## src/rtl/axi_lite_master_if.sv

```systemverilog
// Register-bus channels (AW, W, write response, AR, R) between the
// initiator and the register-bank slave.
interface axi_lite_master_if #(
    parameter int DATA_WIDTH = 32,
    parameter int ADDR_WIDTH = 2
);
    logic                  awvalid;
    logic                  awready;
    logic [ADDR_WIDTH-1:0] awaddr;
    logic                  wvalid;
    logic                  wready;
    logic [DATA_WIDTH-1:0] wdata;
    logic                  wresp;
    logic                  arvalid;
    logic                  arready;
    logic [ADDR_WIDTH-1:0] araddr;
    logic [DATA_WIDTH-1:0] rData;
    logic                  rvalid;

    modport master (
        output awvalid, awaddr, wvalid, wdata, arvalid, araddr,
        input  awready, wready, wresp, arready, rData, rvalid
    );

    modport slave (
        input  awvalid, awaddr, wvalid, wdata, arvalid, araddr,
        output awready, wready, wresp, arready, rData, rvalid
    );
endinterface

```

## src/rtl/axi_lite_master.sv

```systemverilog
// Register-bus initiator: one write or read command at a time, single-cycle completion pulse.
// Define AXI_LITE_MASTER_TIMEOUT_EN to build the per-phase timeout abort (rsp_err).
module axi_lite_master #(
    parameter int DATA_WIDTH     = 32,
    parameter int ADDR_WIDTH     = 2,
    parameter int TIMEOUT_CYCLES = 16
) (
    input  logic                  clk,
    input  logic                  rst,
    input  logic                  cmd_valid,
    output logic                  cmd_ready,
    input  logic                  cmd_write,
    input  logic [ADDR_WIDTH-1:0] cmd_addr,
    input  logic [DATA_WIDTH-1:0] cmd_wdata,
    output logic                  rsp_valid,
    output logic [DATA_WIDTH-1:0] rsp_rdata,
    output logic                  rsp_err,
    axi_lite_master_if.master     bus
);

    typedef enum logic [2:0] {
        IDLE    = 3'd0,
        WR_REQ  = 3'd1,
        WR_RESP = 3'd2,
        RD_REQ  = 3'd3,
        RD_DATA = 3'd4
    } state_t;

    state_t                state, state_nxt;

    logic                  cmd_ready_r, cmd_ready_nxt;
    logic                  rsp_valid_r, rsp_valid_nxt;
    logic [DATA_WIDTH-1:0] rsp_rdata_r, rsp_rdata_nxt;
    logic                  awvalid_r,   awvalid_nxt;
    logic [ADDR_WIDTH-1:0] awaddr_r,    awaddr_nxt;
    logic                  wvalid_r,    wvalid_nxt;
    logic [DATA_WIDTH-1:0] wdata_r,     wdata_nxt;
    logic                  arvalid_r,   arvalid_nxt;
    logic [ADDR_WIDTH-1:0] araddr_r,    araddr_nxt;

`ifdef AXI_LITE_MASTER_TIMEOUT_EN
    localparam int CNT_W = $clog2(TIMEOUT_CYCLES + 1);

    logic [CNT_W-1:0]      tmo_cnt, tmo_cnt_nxt;
    logic                  rsp_err_r, rsp_err_nxt;
`else
    localparam int unused_timeout_cycles = TIMEOUT_CYCLES;
`endif

    always_ff @(posedge clk or posedge rst) begin
        if (rst) begin
            state       <= IDLE;
            cmd_ready_r <= 1'b1;
            rsp_valid_r <= 1'b0;
            rsp_rdata_r <= '0;
            awvalid_r   <= 1'b0;
            awaddr_r    <= '0;
            wvalid_r    <= 1'b0;
            wdata_r     <= '0;
            arvalid_r   <= 1'b0;
            araddr_r    <= '0;
`ifdef AXI_LITE_MASTER_TIMEOUT_EN
            tmo_cnt     <= '0;
            rsp_err_r   <= 1'b0;
`endif
        end else begin
            state       <= state_nxt;
            cmd_ready_r <= cmd_ready_nxt;
            rsp_valid_r <= rsp_valid_nxt;
            rsp_rdata_r <= rsp_rdata_nxt;
            awvalid_r   <= awvalid_nxt;
            awaddr_r    <= awaddr_nxt;
            wvalid_r    <= wvalid_nxt;
            wdata_r     <= wdata_nxt;
            arvalid_r   <= arvalid_nxt;
            araddr_r    <= araddr_nxt;
`ifdef AXI_LITE_MASTER_TIMEOUT_EN
            tmo_cnt     <= tmo_cnt_nxt;
            rsp_err_r   <= rsp_err_nxt;
`endif
        end
    end

    always_comb begin
        state_nxt     = state;
        rsp_valid_nxt = 1'b0;
        rsp_rdata_nxt = rsp_rdata_r;
        awvalid_nxt   = awvalid_r;
        awaddr_nxt    = awaddr_r;
        wvalid_nxt    = wvalid_r;
        wdata_nxt     = wdata_r;
        arvalid_nxt   = arvalid_r;
        araddr_nxt    = araddr_r;
`ifdef AXI_LITE_MASTER_TIMEOUT_EN
        rsp_err_nxt   = 1'b0;
        tmo_cnt_nxt   = tmo_cnt;
`endif

        case (state)
            IDLE: begin
                if (cmd_valid) begin
                    if (cmd_write) begin
                        state_nxt   = WR_REQ;
                        awvalid_nxt = 1'b1;
                        wvalid_nxt  = 1'b1;
                        awaddr_nxt  = cmd_addr;
                        wdata_nxt   = cmd_wdata;
                    end else begin
                        state_nxt   = RD_REQ;
                        arvalid_nxt = 1'b1;
                        araddr_nxt  = cmd_addr;
                    end
                end
            end
            WR_REQ: begin
                // AW and W retire independently; the phase ends once neither is pending.
                if (bus.awready) awvalid_nxt = 1'b0;
                if (bus.wready)  wvalid_nxt  = 1'b0;
                if ((!awvalid_r || bus.awready) && (!wvalid_r || bus.wready))
                    state_nxt = WR_RESP;
            end
            WR_RESP: begin
                if (bus.wresp) begin
                    state_nxt     = IDLE;
                    rsp_valid_nxt = 1'b1;
                    rsp_rdata_nxt = '0;
                end
            end
            RD_REQ: begin
                if (bus.arready) begin
                    state_nxt   = RD_DATA;
                    arvalid_nxt = 1'b0;
                end
            end
            RD_DATA: begin
                if (bus.rvalid) begin
                    state_nxt     = IDLE;
                    rsp_valid_nxt = 1'b1;
                    rsp_rdata_nxt = bus.rData;
                end
            end
            default: state_nxt = IDLE;
        endcase

`ifdef AXI_LITE_MASTER_TIMEOUT_EN
        // Abort only when the phase is stalled; any progress (including completion) wins.
        if ((state != IDLE) && (state_nxt == state) &&
            (tmo_cnt == CNT_W'(TIMEOUT_CYCLES - 1))) begin
            state_nxt     = IDLE;
            awvalid_nxt   = 1'b0;
            wvalid_nxt    = 1'b0;
            arvalid_nxt   = 1'b0;
            rsp_valid_nxt = 1'b1;
            rsp_err_nxt   = 1'b1;
            rsp_rdata_nxt = '0;
        end

        if (state_nxt != state)
            tmo_cnt_nxt = '0;
        else if (state != IDLE)
            tmo_cnt_nxt = tmo_cnt + 1'b1;
`endif

        // Ready in the completion cycle so a new command can be taken immediately.
        cmd_ready_nxt = (state_nxt == IDLE);
    end

    assign cmd_ready   = cmd_ready_r;
    assign rsp_valid   = rsp_valid_r;
    assign rsp_rdata   = rsp_rdata_r;
    assign bus.awvalid = awvalid_r;
    assign bus.awaddr  = awaddr_r;
    assign bus.wvalid  = wvalid_r;
    assign bus.wdata   = wdata_r;
    assign bus.arvalid = arvalid_r;
    assign bus.araddr  = araddr_r;

`ifdef AXI_LITE_MASTER_TIMEOUT_EN
    assign rsp_err = rsp_err_r;
`else
    assign rsp_err = 1'b0;
`endif

endmodule

```

## src/flat_wrapper.sv

```systemverilog
// flat-port wrapper written by rule: the top's interface ports become plain ports
module axi_lite_master_flat 
#(
    parameter int DATA_WIDTH     = 32,
    parameter int ADDR_WIDTH     = 2,
    parameter int TIMEOUT_CYCLES = 16
)
  (clk, rst, cmd_valid, cmd_ready, cmd_write, cmd_addr, cmd_wdata, rsp_valid, rsp_rdata, rsp_err, bus_awvalid, bus_awaddr, bus_wvalid, bus_wdata, bus_arvalid, bus_araddr, bus_awready, bus_wready, bus_wresp, bus_arready, bus_rData, bus_rvalid);
  axi_lite_master_if #(.DATA_WIDTH(DATA_WIDTH), .ADDR_WIDTH(ADDR_WIDTH)) bus_i ();
  input  logic clk;
  input  logic rst;
  input  logic cmd_valid;
  output logic cmd_ready;
  input  logic cmd_write;
  input  logic [ADDR_WIDTH-1:0] cmd_addr;
  input  logic [DATA_WIDTH-1:0] cmd_wdata;
  output logic rsp_valid;
  output logic [DATA_WIDTH-1:0] rsp_rdata;
  output logic rsp_err;
  output wire logic [$bits(bus_i.awvalid)-1:0] bus_awvalid;
  output wire logic [$bits(bus_i.awaddr)-1:0] bus_awaddr;
  output wire logic [$bits(bus_i.wvalid)-1:0] bus_wvalid;
  output wire logic [$bits(bus_i.wdata)-1:0] bus_wdata;
  output wire logic [$bits(bus_i.arvalid)-1:0] bus_arvalid;
  output wire logic [$bits(bus_i.araddr)-1:0] bus_araddr;
  input wire logic [$bits(bus_i.awready)-1:0] bus_awready;
  input wire logic [$bits(bus_i.wready)-1:0] bus_wready;
  input wire logic [$bits(bus_i.wresp)-1:0] bus_wresp;
  input wire logic [$bits(bus_i.arready)-1:0] bus_arready;
  input wire logic [$bits(bus_i.rData)-1:0] bus_rData;
  input wire logic [$bits(bus_i.rvalid)-1:0] bus_rvalid;
  assign bus_awvalid = bus_i.awvalid;
  assign bus_awaddr = bus_i.awaddr;
  assign bus_wvalid = bus_i.wvalid;
  assign bus_wdata = bus_i.wdata;
  assign bus_arvalid = bus_i.arvalid;
  assign bus_araddr = bus_i.araddr;
  assign bus_i.awready = bus_awready;
  assign bus_i.wready = bus_wready;
  assign bus_i.wresp = bus_wresp;
  assign bus_i.arready = bus_arready;
  assign bus_i.rData = bus_rData;
  assign bus_i.rvalid = bus_rvalid;
  axi_lite_master #(.DATA_WIDTH(DATA_WIDTH), .ADDR_WIDTH(ADDR_WIDTH), .TIMEOUT_CYCLES(TIMEOUT_CYCLES)) u_core (.clk(clk), .rst(rst), .cmd_valid(cmd_valid), .cmd_ready(cmd_ready), .cmd_write(cmd_write), .cmd_addr(cmd_addr), .cmd_wdata(cmd_wdata), .rsp_valid(rsp_valid), .rsp_rdata(rsp_rdata), .rsp_err(rsp_err), .bus(bus_i));
endmodule
```

## config.mk

```make
export PLATFORM = sky130hd
export DESIGN_NAME = axi_lite_master_flat
export DESIGN_NICKNAME = d
export VERILOG_FILES = /design/src/rtl/axi_lite_master_if.sv /design/src/rtl/axi_lite_master.sv /design/src/flat_wrapper.sv
export SDC_FILE = /design/constraint.sdc
export NUM_CORES = 1
export LEC_CHECK = 0
export CAP_MARGIN = 15
export CORE_ASPECT_RATIO = 1.75
export CORE_MARGIN = 8
export CORE_UTILIZATION = 44
export CTS_CLUSTER_DIAMETER = 100
export CTS_CLUSTER_SIZE = 14
export DETAILED_ROUTE_END_ITERATION = 8
export PLACE_DENSITY = 0.93
export REMOVE_ABC_BUFFERS = 1
export SLEW_MARGIN = 15
export SYNTH_ARGS = -nofsm -noshare
export SYNTH_HDL_FRONTEND = slang
export SYNTH_SLANG_ARGS = --single-unit
```

## constraint.sdc

```tcl
create_clock -name clk -period 6.9 [get_ports clk]
set_input_delay 1.38 -clock clk [delete_from_list [all_inputs] [get_ports clk]]
set_output_delay 1.38 -clock clk [all_outputs]
set_load 0.03 [all_outputs]
```

-- Word level (Yosys, flattened, before mapping)
Index checks and enable logic that the tools add are counted.
- eq/ne operators: 12
- mux-type cells: 23
- bitwise gates (word level): 1
- reduce and logical (&&, ||, !) cells: 16
- operator list (cell ; count):
    2-to-1 mux 32 bit ; 2
    case mux 32 bit (2 select lines) ; 1
    != test 2 bit, second input constant ; 8
    2-to-1 mux 3 bit ; 5
    case mux 3 bit (5 select lines) ; 1
    AND reduction 4 bit ; 3
    2-to-1 mux 1 bit ; 9
    AND reduction 3 bit ; 3
    case mux 1 bit (2 select lines) ; 4
    == test 3 x 2 -> 1 bit, second input constant ; 2
    zero test 3 bit ; 2
    nonzero test 2 bit ; 3
    == test 3 x 1 -> 1 bit, second input constant ; 1
    == test 3 bit, second input constant ; 1
    zero test 1 bit ; 2
    logical OR 1 bit ; 2
    2-to-1 mux 2 bit ; 1
    logical AND 1 bit ; 1
    NOT 1 bit ; 1
- register bits after elaboration: 76
- input port bits: 75

-- Longest topological paths before layout
Gate-level depths: netlist of run 1.
- word-level depth: 6
- mapped depth: 7
- depth with buffers taken out: 4

-- Worst setup path before layout of run 1
OpenSTA, ideal clock, no wires.
- kind: input to register
- start point: input bus_wresp
- end point: register u_core.rsp_rdata_r[14], in the netlist u_core.rsp_rdata[14]
- setup time: 121 ps
- arrival: 2115 ps
- data required time: 6779 ps
- slack: 4664 ps
- stages: 5
- buffers on the path: 2
- cells stage by stage: nand3b_1 > a21o_1 > buf_2 > clkbuf_1 > a22o_1
- cells in the longest elaborated chain, start to end: 2
- ends and longest elaborated chain (what ; RTL line ; source):
    start: declaration ; flat_wrapper.sv:28 ; input wire logic [$bits(bus_i.wresp)-1:0] bus_wresp;
    != test 2 bit (no source line) ; - ;
    AND reduction 3 bit (no source line) ; - ;
    end signal: assignment ; axi_lite_master.sv:70 ; rsp_rdata_r <= rsp_rdata_nxt;
    end: declaration ; axi_lite_master.sv:33 ; logic [DATA_WIDTH-1:0] rsp_rdata_r, rsp_rdata_nxt;
Every way passes these cells.
A chain may end at the register's enable or synchronous reset.

-- Worst setup path after layout of run 1
- start point: register u_core.cmd_ready_r, in the netlist u_core.cmd_ready
- end point: output cmd_ready
- RTL lines (what ; RTL line ; source):
    start: declaration ; axi_lite_master.sv:31 ; logic cmd_ready_r, cmd_ready_nxt;
    start signal: assignment ; axi_lite_master.sv:68 ; cmd_ready_r <= cmd_ready_nxt;
    end: declaration ; flat_wrapper.sv:13 ; output logic cmd_ready;
No word-level cell between the ends.

==> reports/results.tsv, run 1 <==
stage	metric	value	unit
clocking	clock root cell	clkbuf_16	
place	global placement routability congestion	0.819	
floorplan	Core Area	0.00681	sq mm
floorplan	Initial Util	45.0	%
timing	RSZ-0062 raised after global routing	false	
logic_synthesis	area share of xor/xnor cells in the synthesized design	0	%
clocking	clk buf depth	2	
global_route	first-pass GRT wire length	13900	um
logic_synthesis	post-synthesis compound-gate area fraction	11.2	%
global_route	grt ovf	0	
logic_synthesis	Mapped Cells	200	
logic_synthesis	Mapped Avg Cell Area	15.3	sq um
drt	drt drc	0	
place	Port-buffer cells	147	
worst_setup_path	startpoint types	register	
logic_synthesis	Synth Area in Adders	0	%
logic_synthesis	post-synth top area share	61.2	%
drt	DRT Pass-1 Iters	4	
logic_synthesis	largest family of logic cells by synthesized area	multiplexers	
power_and_ir_drop	Static Leak	2.19	nW
clocking	total CTS buffers	9	
drt	DR vias	2247	
timing	Worst Skew	0.00861	ns
min_path	hold crit path type	register to register	
power_and_ir_drop	Tot Pwr	2.35	mW
clocking	clk slew on worst S/H paths	0.05	ns
logic_synthesis	Post-synth ARST share	100	%
clocking	# Post-CTS Setup Buffers	0	
timing	post-route minimum period	2.89	ns
timing	Hold Fails Final Rpt	0	
power_and_ir_drop	pwr/cell area	487	mW/mm^2
timing	slew margin rel.	29.8	%
logic_synthesis	mux contribution to synthesized area	17.2	%
timing	Slew @ Worst Pin	1.05	ns
power_and_ir_drop	switch share	37.6	%
floorplan	Die W	79.1	um
timing	hold slack final	0.490	ns
floorplan	die height	126	um
logic_synthesis	top cell type by total area after synthesis	dfrtp_1	
finish	footprint of the multi-input gates	0.00103	sq mm
clocking	H-tree Lvls	3	
power_and_ir_drop	Clock power frac	19.5	%
finish	nets	421	
global_route	gr usage total	18.2	%
worst_setup_path	kind of critical path	register to output port	
worst_setup_path	CP Max Fanout	1	
drt	drt initial violations	126	
clocking	CTS tree	done	
floorplan	total I/O pin count	149	
power_and_ir_drop	Pint	1.47	mW
logic_synthesis	Seq/Total Area, Yosys	62.1	%
logic_synthesis	number of synthesized flops with an enable pin	0	
finish	share of cells above drive strength 1	16.3	%
logic_synthesis	Synth cell types	32	
drt	vias per cell	5.19	
worst_setup_path	CP Cell Sequence	clkdlybuf4s50_1	
worst_setup_path	required time worst endpoint	5.52	ns
worst_setup_path	slowest cell on the critical path	clkdlybuf4s50_1	
timing	final setup violation count	0	
global_route	largest net degree at the start of global routing	77	
worst_setup_path	Max stage delay on crit path	0.66	ns
outcome	run status	finished, final reports clean	
worst_setup_path	Buf+Inv Stages, Crit Path	1	
logic_synthesis	Synth area leaders	dfrtp_1 (61%), mux2_4 (15%), a22o_1 (8.6%)	
finish	Filler cells	474	
clocking	Worst-Skew Late Latency	0.33	ns
drt	final wirelength	9000	um
worst_setup_path	crit end category	output port	
finish	register area	0.00190	sq mm
place	DP Wirelength	6740	um
power_and_ir_drop	combinational share of power	48.4	%
timing	fmax	346	MHz
drt	antenna-violating nets left	0	
timing	final setup TNS	0	ns
logic_synthesis	prevailing post-synth register cell	dfrtp_1	
logic_synthesis	Synth Register Bits	76	
worst_setup_path	Crit path max-delay family	buffers and inverters	
logic_synthesis	simple-gate share of the synthesized area	5.02	%
clocking	CTS sink cnt	76	
power_and_ir_drop	Psw	885	uW
logic_synthesis	mapped cell area	0.00307	sq mm
finish	synthesis-to-layout area growth	57.5	%
floorplan	FP Rows	40	
timing	max-slew violations	0	
timing	fin crit share	41.8	%
clocking	hold_buf cts	0	
flow_run	Max Cap Viol	0	
clocking	post-CTS resize count	0	
finish	Ant. Diodes	0	
worst_setup_path	Worst EP arrival	1.51	ns
power_and_ir_drop	maximum VDD drop	330	uV
global_route	initial antenna violation count	0	
floorplan	die area	0.0100	sq mm
global_route	number of global-route vias before repair	2528	
power_and_ir_drop	register share of total power	32.1	%
logic_synthesis	synth warn	0	
drt	WL/cell	20.8	um
-- logic make-up (layout without fill, tap and decap cells) --
family	count (synthesis)	count (layout)
buffers and inverters	18	167
and+or+nand+nor	24	24
AOI/OAI and AO/OA	44	44
muxes	37	37
other	1	1
DFF	76	76
-- power groups by stage --
stage	Sequential, mW	Combinational, mW	Clock [mW]
after floorplan	1.09	0.309	0
after global placement	0.742	1.12	0
after detailed placement	0.756	1.15	0
after CTS	0.755	1.15	0.468
after global routing	0.778	1.19	0.484
final	0.756	1.14	0.459
-- registers in the layout (all words and copies together) (netlist names) --
register,cells
u_core.bus.wdata,32
u_core.rsp_rdata,32
u_core.state,3
u_core.bus.araddr,2
u_core.bus.awaddr,2
u_core.bus.arvalid,1
u_core.bus.awvalid,1
u_core.bus.wvalid,1
u_core.cmd_ready,1
u_core.rsp_valid,1
-- area by class of cell --
class	instances	share of cell area (%)
clock buffer	12	5.31
clock inverter	2	0.726
inverter	5	0.389
multi-input combinational	106	21.3
sequential	76	39.4
tap	84	2.18
timing repair buffer	148	30.6
-- cells in the final DEF (no fill, tap or decap), types with 2 or more instances in the layout --
cell type,synthesis,layout
a21oi_1,6,6
a22o_1,30,30
clkbuf_16,0,9
clkbuf_8,0,2
clkdlybuf4s50_1,0,147
dfrtp_1,75,75
inv_1,5,4
mux2_2,6,6
mux2_4,30,30
nand2_1,7,7
nand3_1,3,3
nand3b_1,2,2
nor2_1,2,2
nor2b_1,3,3
o21ai_0,3,3
-- cells in the mapped netlist, types with 2 or more instances --
master    count
nand2_1       7
dfrtp_1      75
nand3b_1      2
inv_1         5
buf_12        3
mux2_4       30
clkbuf_1      4
a22o_1       30
a21oi_1       6
buf_2         4
o21ai_0       3
nor2b_1       3
nor2_1        2
nand3_1       3
mux2_2        6
-- path summary, 6_finish.rpt --
check                      slack [ns]  depth (start not counted)                               to                       startpoint
max reg2reg                      5.02                          3  u_core.rsp_rdata[9]$_DFFE_PP0P_        u_core.state[1]$_DFF_PP0_
min in group asynchronous        1.65                          3  u_core.bus.wdata[8]$_DFFE_PP0P_                              rst
max                              4.01                          1                        cmd_ready       u_core.cmd_ready$_DFF_PP1_
max in group asynchronous        4.66                          3  u_core.rsp_rdata[8]$_DFFE_PP0P_                              rst
min reg2reg                      0.49                          2  u_core.rsp_rdata[8]$_DFFE_PP0P_  u_core.rsp_rdata[8]$_DFFE_PP0P_
min                              0.49                          2  u_core.rsp_rdata[8]$_DFFE_PP0P_  u_core.rsp_rdata[8]$_DFFE_PP0P_
-- layer usage --
layer	vias to the layer above	GRT usage [%]	part of all wire, %	routed length, um
met5	-	0	0	0
met1	1132	17.2	35	3130
met3	13	3.75	5.8	524
li1	1011	-	-	-
met4	0	10.6	2.5	226
met2	91	34.4	57	5120
-- per-stage QoR --
step,utilization [%],worst slack (ns),instance area [sq um],instances
2_1_floorplan,-,3.58,2950,187
3_3_place_gp,66.6,3.82,4540,419
3_5_place_dp,66.6,3.76,4540,419
4_1_cts,70.9,3.99,4830,433
5_1_grt,70.9,3.94,4830,433
6_report,70.9,4.01,4830,433
No activity file was read; power rests on OpenSTA's default activity.
==> inputs of run 2 (changes only) <==
Settings changed: CORE_UTILIZATION 44 to 40, PLACE_DENSITY 0.93 to 0.86.
Clock period 6.9 ns to 2.8 ns, I/O delays scaled along.
==> reports/results.tsv, run 2 (same netlist as run 1, synthesis figures left out) <==
stage	metric	value	unit
global_route	gr usage total	15.8	%
drt	vias per cell	5.07	
worst_setup_path	Reg2Reg Depth	4	
finish	most common cell after layout, fill and taps aside	clkdlybuf4s50_1	
timing	post-route minimum period	2.08	ns
floorplan	die area	0.0108	sq mm
timing	RSZ-0062 raised after global routing	false	
timing	Hold Fails Final Rpt	0	
finish	synthesis-to-layout area growth	58.3	%
clocking	# Post-CTS Setup Buffers	0	
worst_setup_path	Max stage delay on crit path	0.66	ns
timing	Slew @ Worst Pin	0.554	ns
timing	max-slew violations	0	
worst_setup_path	kind of critical path	register to output port	
finish	post-route cell area	0.00485	sq mm
drt	antenna-violating nets left	0	
clocking	clock root cell	clkbuf_16	
worst_setup_path	slowest cell on the critical path	clkdlybuf4s50_1	
power_and_ir_drop	Static Leak	2.20	nW
place	placed cell area	0.00457	sq mm
finish	register area	0.00190	sq mm
finish	share of cells above drive strength 1	16.5	%
worst_setup_path	Buf+Inv Stages, Crit Path	1	
worst_setup_path	Crit path max-delay family	buffers and inverters	
drt	DRT Pass-1 Iters	4	
min_path	worst hold start	u_core.rsp_rdata[9]$_DFFE_PP0P_	
worst_setup_path	required time worst endpoint	2.24	ns
finish	nets	423	
worst_setup_path	reg2reg start	u_core.state[1]$_DFF_PP0_	
floorplan	Die W	82.2	um
clocking	post-CTS resize count	0	
place	DP Wirelength	6410	um
min_path	hold crit path type	register to register	
clocking	H-tree Lvls	3	
timing	fin crit share	74.2	%
worst_setup_path	WP depth	1	
floorplan	Core Area	0.00751	sq mm
worst_setup_path	startpoint types	register	
worst_setup_path	CP Max Fanout	1	
floorplan	total I/O pin count	149	
timing	slew margin rel.	63.0	%
drt	DR vias	2230	
finish	footprint of the multi-input gates	0.00103	sq mm
floorplan	die height	132	um
worst_setup_path	FF-to-FF End	u_core.bus.wdata[10]$_DFFE_PP0P_	
min_path	hold path depth	2	
clocking	CTS sink cnt	76	
worst_setup_path	crit end category	output port	
place	Port-buffer cells	147	
clocking	CTS tree	done	
timing	final setup violation count	0	
finish	Filler cells	560	
global_route	first-pass GRT wire length	13300	um
global_route	number of global-route vias before repair	2491	
clocking	hold_buf cts	0	
drt	final wirelength	8440	um
finish	fin cells	440	
place	placed insts	425	
place	pre-CTS setup slack	0.737	ns
timing	Final Worst Setup Slack	0.724	ns
floorplan	FP Rows	42	
outcome	run status	finished, final reports clean	
clocking	total CTS buffers	9	
timing	Worst Skew	0.00450	ns
worst_setup_path	R2R Setup Slk	1.08	ns
min_path	Worst Hold End	u_core.rsp_rdata[9]$_DFFE_PP0P_	
worst_setup_path	Worst Setup SP	u_core.cmd_ready$_DFF_PP1_	
global_route	met1 Usage GRT	17.1	%
flow_run	Max Cap Viol	0	
global_route	grt ovf	0	
clocking	clk buf depth	2	
clocking	clk slew on worst S/H paths	0.06	ns
drt	drt drc	0	
worst_setup_path	Worst EP arrival	1.52	ns
global_route	GR Layer Usage met2	26.5	%
timing	final setup TNS	0	ns
finish	Ant. Diodes	0	
global_route	largest net degree at the start of global routing	41	
global_route	initial antenna violation count	0	
drt	drt initial violations	67	
floorplan	Initial Util	40.8	%
clocking	Worst-Skew Late Latency	0.32	ns
finish	Final Util	64.6	%
power_and_ir_drop	Tot Pwr	5.75	mW
place	global placement routability congestion	0.826	
drt	WL/cell	19.2	um
power_and_ir_drop	pwr/cell area	1180	mW/mm^2
global_route	GR peak layer	met2	
timing	fmax	482	MHz
worst_setup_path	CP Cell Sequence	clkdlybuf4s50_1	
global_route	met3 Use GR	6.22	%
timing	hold slack final	0.489	ns
finish	most frequent cells in the layout	clkdlybuf4s50_1 (147), dfrtp_1 (75), a22o_1 (30), mux2_4 (30), clkbuf_16 (9)	
power_and_ir_drop	maximum VDD drop	655	uV
-- run 2: where the power goes --
part | internal [mW] | switching [mW]
sequential | 1.55 | 0.296
clock | 0.708 | 0.394
combinational | 1.34 | 1.45
-- run 2: worst max-delay path by stage --
stage                                       endpoint  slack [ns]
finish                                     cmd_ready        0.72
global route                               cmd_ready        0.69
CTS                                        cmd_ready        0.71
detailed placement  u_core.bus.wdata[24]$_DFFE_PP0P_        0.74
global placement    u_core.bus.wdata[31]$_DFFE_PP0P_        0.78
floorplan           u_core.bus.araddr[0]$_DFFE_PP0P_        0.30
-- run 2: layer usage --
layer	vias up	wire [um]	part of all wire, %
met3	12	860	10
met2	120	4340	51
li1	1016	-	-
met5	-	0	0
met1	1082	3050	36
met4	0	181	2.1
-- run 2: cell type report --
| type | instances | share of cell area, % |
|---|---|---|
| inverter | 5 | 0.387 |
| sequential | 76 | 39.2 |
| clock inverter | 2 | 0.722 |
| tap | 88 | 2.27 |
| clock buffer | 13 | 5.16 |
| timing repair buffer | 150 | 31.0 |
| multi-input combinational | 106 | 21.2 |
